===== src/rtl/systolic_pkg.sv =====
// Shared types and phase-length helpers for the systolic array sequencer.
package systolic_pkg;

    typedef enum logic [1:0] {
        IDLE   = 2'd0,
        LOAD_W = 2'd1,
        STREAM = 2'd2,
        DRAIN  = 2'd3
    } seq_state_t;

    // One extra cycle so the last fetched row can be accepted a cycle after its read.
    function automatic int load_len(input int n);
        return n + 1;
    endfunction

    // East skew plus south psum travel.
    function automatic int drain_len(input int n);
        return 2 * n;
    endfunction

endpackage


===== src/rtl/row_skew.sv =====
// Row-skew shift register: row r sees the row-0 switch/valid strobes r cycles later.
module row_skew #(
    parameter int N = 4
) (
    input  logic         clk,
    input  logic         rst,
    input  logic         clear,
    input  logic         sw_in,
    input  logic         valid_in,
    output logic [N-1:0] sw_row,
    output logic [N-1:0] valid_row
);

    logic [N:0] sw_src;
    logic [N:0] valid_src;

    assign sw_src    = {sw_row, sw_in};
    assign valid_src = {valid_row, valid_in};

    always_ff @(posedge clk) begin
        if (!rst || clear) begin
            sw_row    <= '0;
            valid_row <= '0;
        end else begin
            sw_row    <= sw_src[N-1:0];
            valid_row <= valid_src[N-1:0];
        end
    end

endmodule


===== src/rtl/systolic_seq.sv =====
// Job sequencer for an NxN systolic array: weight load, skewed switch, input stream, drain.
module systolic_seq
    import systolic_pkg::*;
#(
    parameter int N       = 4,
    parameter int MAX_VEC = 256,
    parameter int CNT_W   = $clog2(MAX_VEC + 1)
) (
    input  logic                 clk,
    input  logic                 rst,
    input  logic                 start,
    input  logic [CNT_W-1:0]     num_vec,
    input  logic                 abort,
    output logic                 busy,
    output logic                 done,
    output logic                 cfg_err,
    output logic                 array_en,
    output logic                 wbuf_rd_en,
    output logic [$clog2(N)-1:0] wbuf_rd_addr,
    output logic [N-1:0]         accept_w,
    output logic                 ibuf_rd_en,
    output logic [CNT_W-1:0]     ibuf_rd_addr,
    output logic [N-1:0]         sw_row,
    output logic [N-1:0]         valid_row
);

    localparam int AW = $clog2(N);
    localparam int TW = CNT_W + 1;  // STREAM runs to K+N-1, which exceeds CNT_W bits at K=MAX_VEC

    localparam logic [TW-1:0]    ONE_T      = TW'(1);
    localparam logic [TW-1:0]    N_T        = TW'(N);
    localparam logic [TW-1:0]    LOAD_LAST  = TW'(load_len(N) - 1);
    localparam logic [TW-1:0]    DRAIN_LAST = TW'(drain_len(N) - 1);
    localparam logic [CNT_W-1:0] MAX_K      = CNT_W'(MAX_VEC);
    localparam logic [AW-1:0]    TOP_ROW    = AW'(N - 1);

    seq_state_t       state_reg, state_next;
    logic [TW-1:0]    cnt_reg, cnt_next;
    logic [CNT_W-1:0] k_reg, k_next;
    logic             array_en_reg, array_en_next;
    logic             done_reg, done_next;
    logic             cfg_err_reg, cfg_err_next;
    logic             busy_reg, busy_next;
    logic             wbuf_rd_en_reg, wbuf_rd_en_next;
    logic [AW-1:0]    wbuf_rd_addr_reg, wbuf_rd_addr_next;
    logic [N-1:0]     accept_w_reg, accept_w_next;
    logic             ibuf_rd_en_reg, ibuf_rd_en_next;
    logic [CNT_W-1:0] ibuf_rd_addr_reg, ibuf_rd_addr_next;
    logic             sw0_next, valid0_next;
    logic             abort_hit;
    logic [TW-1:0]    stream_last;
    logic [TW-1:0]    k_ext_next;

    assign abort_hit   = abort && (state_reg != IDLE);
    assign stream_last = {1'b0, k_reg} + N_T - ONE_T;
    assign k_ext_next  = {1'b0, k_next};

    always_comb begin
        state_next    = state_reg;
        cnt_next      = cnt_reg + ONE_T;
        k_next        = k_reg;
        array_en_next = array_en_reg;
        done_next     = 1'b0;
        cfg_err_next  = 1'b0;
        case (state_reg)
            IDLE: begin
                cnt_next = '0;
                if (start) begin
                    if (num_vec != '0 && num_vec <= MAX_K) begin
                        state_next    = LOAD_W;
                        k_next        = num_vec;
                        array_en_next = 1'b1;
                    end else begin
                        cfg_err_next = 1'b1;
                    end
                end
            end
            LOAD_W: if (cnt_reg == LOAD_LAST) begin
                state_next = STREAM;
                cnt_next   = '0;
            end
            STREAM: if (cnt_reg == stream_last) begin
                state_next = DRAIN;
                cnt_next   = '0;
            end
            DRAIN: if (cnt_reg == DRAIN_LAST) begin
                state_next = IDLE;
                cnt_next   = '0;
                done_next  = 1'b1;
            end
            default: begin
                state_next = IDLE;
                cnt_next   = '0;
            end
        endcase
        // Abort wins over every transition, but only once a job is running.
        if (abort_hit) begin
            state_next    = IDLE;
            cnt_next      = '0;
            array_en_next = 1'b0;
            done_next     = 1'b0;
        end
    end

    // Outputs are decoded from the next state so they appear registered in the cycle they describe.
    always_comb begin
        busy_next         = (state_next != IDLE);
        wbuf_rd_en_next   = (state_next == LOAD_W) && (cnt_next < N_T);
        wbuf_rd_addr_next = wbuf_rd_en_next ? (TOP_ROW - cnt_next[AW-1:0]) : '0;
        accept_w_next     = ((state_next == LOAD_W) && (cnt_next >= ONE_T)) ? '1 : '0;
        ibuf_rd_en_next   = (state_next == STREAM) && (cnt_next < k_ext_next);
        ibuf_rd_addr_next = ibuf_rd_en_next ? cnt_next[CNT_W-1:0] : '0;
        sw0_next          = (state_next == STREAM) && (cnt_next == '0);
        valid0_next       = (state_next == STREAM) && (cnt_next >= ONE_T)
                            && (cnt_next <= k_ext_next);
    end

    always_ff @(posedge clk) begin
        if (!rst) begin
            state_reg        <= IDLE;
            cnt_reg          <= '0;
            k_reg            <= '0;
            array_en_reg     <= 1'b0;
            done_reg         <= 1'b0;
            cfg_err_reg      <= 1'b0;
            busy_reg         <= 1'b0;
            wbuf_rd_en_reg   <= 1'b0;
            wbuf_rd_addr_reg <= '0;
            accept_w_reg     <= '0;
            ibuf_rd_en_reg   <= 1'b0;
            ibuf_rd_addr_reg <= '0;
        end else begin
            state_reg        <= state_next;
            cnt_reg          <= cnt_next;
            k_reg            <= k_next;
            array_en_reg     <= array_en_next;
            done_reg         <= done_next;
            cfg_err_reg      <= cfg_err_next;
            busy_reg         <= busy_next;
            wbuf_rd_en_reg   <= wbuf_rd_en_next;
            wbuf_rd_addr_reg <= wbuf_rd_addr_next;
            accept_w_reg     <= accept_w_next;
            ibuf_rd_en_reg   <= ibuf_rd_en_next;
            ibuf_rd_addr_reg <= ibuf_rd_addr_next;
        end
    end

    row_skew #(.N(N)) u_row_skew (
        .clk       (clk),
        .rst       (rst),
        .clear     (abort_hit),
        .sw_in     (sw0_next),
        .valid_in  (valid0_next),
        .sw_row    (sw_row),
        .valid_row (valid_row)
    );

    assign busy         = busy_reg;
    assign done         = done_reg;
    assign cfg_err      = cfg_err_reg;
    assign array_en     = array_en_reg;
    assign wbuf_rd_en   = wbuf_rd_en_reg;
    assign wbuf_rd_addr = wbuf_rd_addr_reg;
    assign accept_w     = accept_w_reg;
    assign ibuf_rd_en   = ibuf_rd_en_reg;
    assign ibuf_rd_addr = ibuf_rd_addr_reg;

endmodule

===== config.mk =====
export PLATFORM = sky130hd
export DESIGN_NAME = systolic_seq
export DESIGN_NICKNAME = d
export VERILOG_FILES = /design/src/rtl/systolic_pkg.sv /design/src/rtl/row_skew.sv /design/src/rtl/systolic_seq.sv
export SDC_FILE = /design/constraint.sdc
export NUM_CORES = 1
export LEC_CHECK = 0
export ABC_CLOCK_PERIOD_IN_PS = 4100
export BUFFER_PORTS_ARGS = -buffer_cell sky130_fd_sc_hd__buf_2
export CAP_MARGIN = 40
export CORE_ASPECT_RATIO = 1.4
export CORE_MARGIN = 4
export CORE_UTILIZATION = 50
export CTS_CLUSTER_SIZE = 20
export DETAILED_ROUTE_END_ITERATION = 10
export PLACE_DENSITY_LB_ADDON = 0.2
export SYNTH_ARGS = -nofsm -noshare
export SYNTH_HDL_FRONTEND = slang
export SYNTH_SLANG_ARGS = --single-unit

===== constraint.sdc =====
create_clock -name clk -period 4.1 [get_ports clk]
set_clock_uncertainty 0.15 [all_clocks]
set_input_delay 0 -clock clk [delete_from_list [all_inputs] [get_ports clk]]
set_output_delay 0 -clock clk [all_outputs]
set_load 0.05 [all_outputs]

Word-level counts from Yosys, hierarchy flattened
Index checks and enable logic that the tools add are counted.

Bits in read-only memories: 0. Bits in writable memories: 0. Register bits: 50. Latch bits: 0. Logic and storage cells: 72. Memories kept: 0.

Bitwise operators: 2. Muxes and demuxes: 18. Shift operators: 0. Equal/unequal tests: 8. $add $sub $neg: 4. Reductions and logical operators: 21. $lt $le $gt $ge: 5. Multiply operators: 0. Div/mod/pow operators: 0.

Operators by type and width (number): $mux W10 (4); $pmux W10 S4 (1); $mux W9 (3); $eq A10 B3 Y1 const B (2); $mux W2 (6); $add A10 B1 Y10 const B (1); $add A9 B3 Y10 const B (1); $eq A10 B10 Y1 (1); $ge A10 B1 Y1 const B (1); $le A10 B9 Y1 (1); $logic_not A10 Y1 (1); $lt A10 B3 Y1 const B (1); $lt A10 B9 Y1 (1); $sub A10 B1 Y10 const B (1); $le A9 B9 Y1 const B (1); $reduce_bool A9 Y1 (1); $logic_and A1 B1 Y1 (8); $pmux W2 S4 (1); $eq A2 B2 Y1 const B (3); $reduce_and A3 Y1 (2); $eq A2 B1 Y1 const B (2); $mux W4 (1); $reduce_and A2 Y1 (2); $reduce_bool A2 Y1 (2); other kinds (8) (10).

Logic depth before layout (Yosys ltp)
Depth in word-level cells: 9. Depth in mapped cells: 19.

Hierarchy
Synthesis repeated with hierarchy kept, for this count alone.

Cells, all modules: 289. Area total of the unflattened synthesis: 2522.4 um^2.

Modules (own cells, without submodules): systolic_seq (cells an instance 273, instances 1, area an instance 2292.2 um^2); row_skew (cells an instance 16, instances 1, area an instance 230.2 um^2).

Worst setup path after synthesis
OpenSTA, ideal clock, no wires.

Path type: reg2reg. Start point: reg k_reg[0]. End point: reg ibuf_rd_addr_reg[2], in the netlist ibuf_rd_addr[2]. Clock period less this slack: 4.478 ns. Setup time: 0.078 ns. Stages on the path, launching flop included: 19. Path slack: -0.378 ns. Data required time: 3.872 ns. Arrival: 4.251 ns. Cell sequence: dfxtp_1 > inv_1 > ha_1 > nand2b_1 > or4_1 > o211a_1 > a2111o_1 > a31oi_2 > buf_2 > nor2_1 > ha_1 > a21o_1 > a21o_1 > a221oi_1 > o21ai_0 > a21o_1 > or3_1 > buf_4 > nor3_1.

Longest elaborated chain between the ends: 9.

RTL lines: start: declaration (RTL line systolic_seq.sv:39) `logic [CNT_W-1:0] k_reg, k_next;`; start signal: assignment (RTL line systolic_seq.sv:135) `k_reg <= k_next;`; $add A9 B3 Y10 (RTL line systolic_seq.sv:55) `assign stream_last = {1'b0, k_reg} + N_T - ONE_T;`; $sub A10 B1 Y10 (RTL line systolic_seq.sv:55); $eq A10 B10 Y1 (RTL line systolic_seq.sv:82) `STREAM: if (cnt_reg == stream_last) begin`; $mux W10 (RTL line systolic_seq.sv:82); $pmux W10 S4 (RTL line systolic_seq.sv:65) `case (state_reg)`; $mux W10 (RTL line systolic_seq.sv:97) `if (abort_hit) begin`; named net cnt_next[3] (RTL line systolic_seq.sv:38) `logic [TW-1:0] cnt_reg, cnt_next;`; $lt A10 B9 Y1 (RTL line systolic_seq.sv:111) `ibuf_rd_en_next = (state_next == STREAM) && (cnt_next < k_ext_next);`; $logic_and A1 B1 Y1 (RTL line systolic_seq.sv:111); $reduce_and A2 Y1 (no line); end signal: assignment (RTL line systolic_seq.sv:144) `ibuf_rd_addr_reg <= ibuf_rd_addr_next;`; end: declaration (RTL line systolic_seq.sv:48) `logic [CNT_W-1:0] ibuf_rd_addr_reg, ibuf_rd_addr_next;`.

The timed path passes the listed nets, and every way through them passes these cells. A chain may end at the register's enable or synchronous reset.

Worst setup path in the final report
Start point: reg k_reg[1]. End point: reg ibuf_rd_addr_reg[1], in the netlist ibuf_rd_addr[1].

Same word-level chain as after synthesis.

==> impl_metrics.toml <==
[timing]
rsz0062_at_grt = "true"
fmax_mhz = 253
maxSlewHeadroom_pct = 57.8
hold_violations = 0
tightest_slew_ns = 0.628
fin_crit_sh_pct = 96.3
setup-violations-final = 0
fin_crit_ns = 3.95
maxSlewViolCount = 0

[run]
cap_violations = 0

[layout]
fin_nets = 387
final_common_cell = "nor2_1"
diodes = 0
drive_gt1_share_pct = 27.8
stdcell_count = 427
final_area_um2 = 3210
mostFrequentLayoutCells = "nor2_1, dfxtp_1, buf_2"
largest_register_ffs = 10
synthToLayoutAreaGrowth_pct = 30.1

[place]
port_buffers = 41
gp_congestion = 1.03
dp_cells = 399
hpwl_um = 5070
place_area_um2 = 2870

[critical_path]
r2r_slack_ns = 0.15
cp.arrival_ns = 4.04
critPathKind = "reg2reg"
endpoint_kind = "flip-flop"
cp.required_ns = 4.19
start_kind = "flip-flop"
crit_fanout = 5
crit_top_cell = "a21o_1"
rr_worst_depth = 15
slowest_delay_ns = 0.50
cp_cell_sequence = "buf_4, o2111ai_2, or4_1, o211a_1, a2111o_1, a31oi_4, nor2_2, ha_1, a21o_1, a21o_1, a221oi_2, o21ai_1, a21o_1, or3_4, nor3_2"
r2r_end = "ibuf_rd_addr[1]"
critPathSlowestCell = "or4_1"
r2r_start = "k_reg[1]"

[power_and_ir_drop]
p_per_area_nw_per_um2 = 296
leakage_nw = 1.44
peakVddDrop_mv = 0.292
total_power_uw = 949

[drt]
drt_wl_total_um = 6600
wire_per_inst_um = 15.5
via_per_inst = 5.53
route.vias.total = 2362
drtIter0Drc = 189
drc = 0
ant_nets = 0
first_pass_iters = 4

[floorplan]
dieArea_um2 = 6140
start_util_pct = 51.4
core_area_um2 = 4800
die_h_um = 91.1
pin_count = 42
die_w_um = 67.4
row_count = 30

[synth]
yosys_warnings = 0
avgSynthCellArea_um2 = 8.51
async_flop_share_pct = 0
ys_types = 52
synthesis.nets = 315
synth.ff_latch_count = 47
seq_area_frac_synth_pct = 38.1
synth_edf_count = 0
netlist_instances = 290
ys_dominant_reg_cell = "dfxtp_1"
synthesis.area_um2 = 2470

[global_routing]
grt_max_degree = 17
grt_pass1_vias = 2299
overflow = 0
grt_pass1_wl_um = 11100
grt_usage_pct = 23.7
antenna_found_initial = 0

[clocking]
cts_buffers = 5
cts.path.max_buffers = 2
cts_tree = "yes"
clock_sinks = 47
clock_latency_ns = 0.31
h-tree-depth = 2
clk_pin_slew_worst_paths_ns = 0.09
root_buffer = "clkbuf_8"

[worst_hold_path]
min_path_cells = 4
hp-class = "in2reg"
hold_start = "num_vec[0]"
holdPathEnd = "k_reg[0]"

[run_status]
status = "finished, final reports clean"
[timing repair]
| item | 4_1_cts | 5_1_grt |
|---|---|---|
| setup buffers | 0 | 7 |
| setup endpoints to repair | 3 | 10 |
| resized for setup | 1 | 13 |
| gates cloned | 0 | 1 |
| hold endpoints to repair | 22 | 0 |
| hold buffers | 12 | 0 |
| pin swaps | 0 | 13 |
[stage by stage]
| stage | TNS, ns | utilization (%) | hold slack, ns | worst slack [ns] |
|---|---|---|---|---|
| 2_1_floorplan | 0 | - | -0.0716 | 0.0344 |
| 3_3_place_gp | 0 | 59.7 | 0.104 | 0.0884 |
| 3_5_place_dp | -0.0182 | 59.7 | 0.0928 | -0.0118 |
| 4_1_cts | 0 | 64.7 | 0.0145 | 0.0705 |
| 5_1_grt | -0.0674 | 66.8 | 0.0443 | -0.0548 |
| 6_report | 0 | 66.8 | 0.00461 | 0.152 |
[report_power, final]
group	switching [mW]	internal [mW]	leakage, nW	total, mW
registers	0.00604	0.464	0.383	0.470
clock network	0.167	0.184	0.0548	0.350
logic	0.0701	0.0586	0.999	0.129
[critical path: cells and delay by family (launching register included)]
kind            cells  cell delay [ns]
flops               1             0.37
compound gates      9             1.81
buf+inv             1             0.11
simple gates        4             1.12
fa+ha+maj           1             0.32
[routing by layer]
metal | GRT usage [%] | part of all wire, %
met1 | 27.2 | 40
met2 | 39.4 | 50
met3 | 4.70 | 4.4
met4 | 14.0 | 5.8
met5 | 0 | 0
[cell usage after synthesis, types with 5 or more instances]
library cell  count  share of area (%)
nand4_1           6                1.5
mux2i_1           8                3.2
nand2_1          11                1.7
clkbuf_1          7                1.1
nor3_1           10                2.0
xor2_1            6                2.1
ha_1             12                6.1
nor4_1            8                2.0
and3_1           10                2.5
dfxtp_1          47                 38
xnor2_1          12                4.3
nand2b_1          7                1.8
nand3_1           9                1.8
a21o_1            5                1.5
buf_4             5                1.5
nor2b_1           6                1.5
nor2_1           49                7.5
inv_1            12                1.8
o21ai_0           9                1.8
[final cells by class]
cell class / instances / area (µm²)
fill: 445 / 1590
inverter: 13 / 48.8
tap: 64 / 80.1
timing repair buffer: 81 / 547
clock inverter: 3 / 46.3
multi-input combinational: 214 / 1470
clock buffer: 5 / 68.8
sequential: 47 / 950
[logic make-up (layout without fill, tap and decap cells)]
logic type	count (synthesis)	after routing	synth area share [%]
AND/OR/NAND/NOR	133	134	27.7
flip-flops	47	47	38.1
XOR/XNOR	18	18	6.39
buffers and inverters	30	102	5.47
AO/OA/AOI/OAI	42	42	13.0
adder cells (fa/ha/maj)	12	12	6.08
multiplexers	8	8	3.24
[worst max-delay path by stage]
| stage | start | endpoint | slack (ns) | depth (start not counted) |
|---|---|---|---|---|
| after detailed placement | k_reg[1] | ibuf_rd_addr[2] | -0.01 | 16 |
| after global routing | k_reg[1] | ibuf_rd_addr[1] | -0.05 | 15 |
| after floorplan | k_reg[0] | ibuf_rd_addr[2] | 0.03 | 18 |
| final | k_reg[1] | ibuf_rd_addr[1] | 0.15 | 15 |
| after global placement | k_reg[1] | ibuf_rd_addr[3] | 0.09 | 16 |
| after CTS | k_reg[1] | ibuf_rd_addr[2] | 0.07 | 16 |
Note: power is estimated with default switching activity, not from simulation.
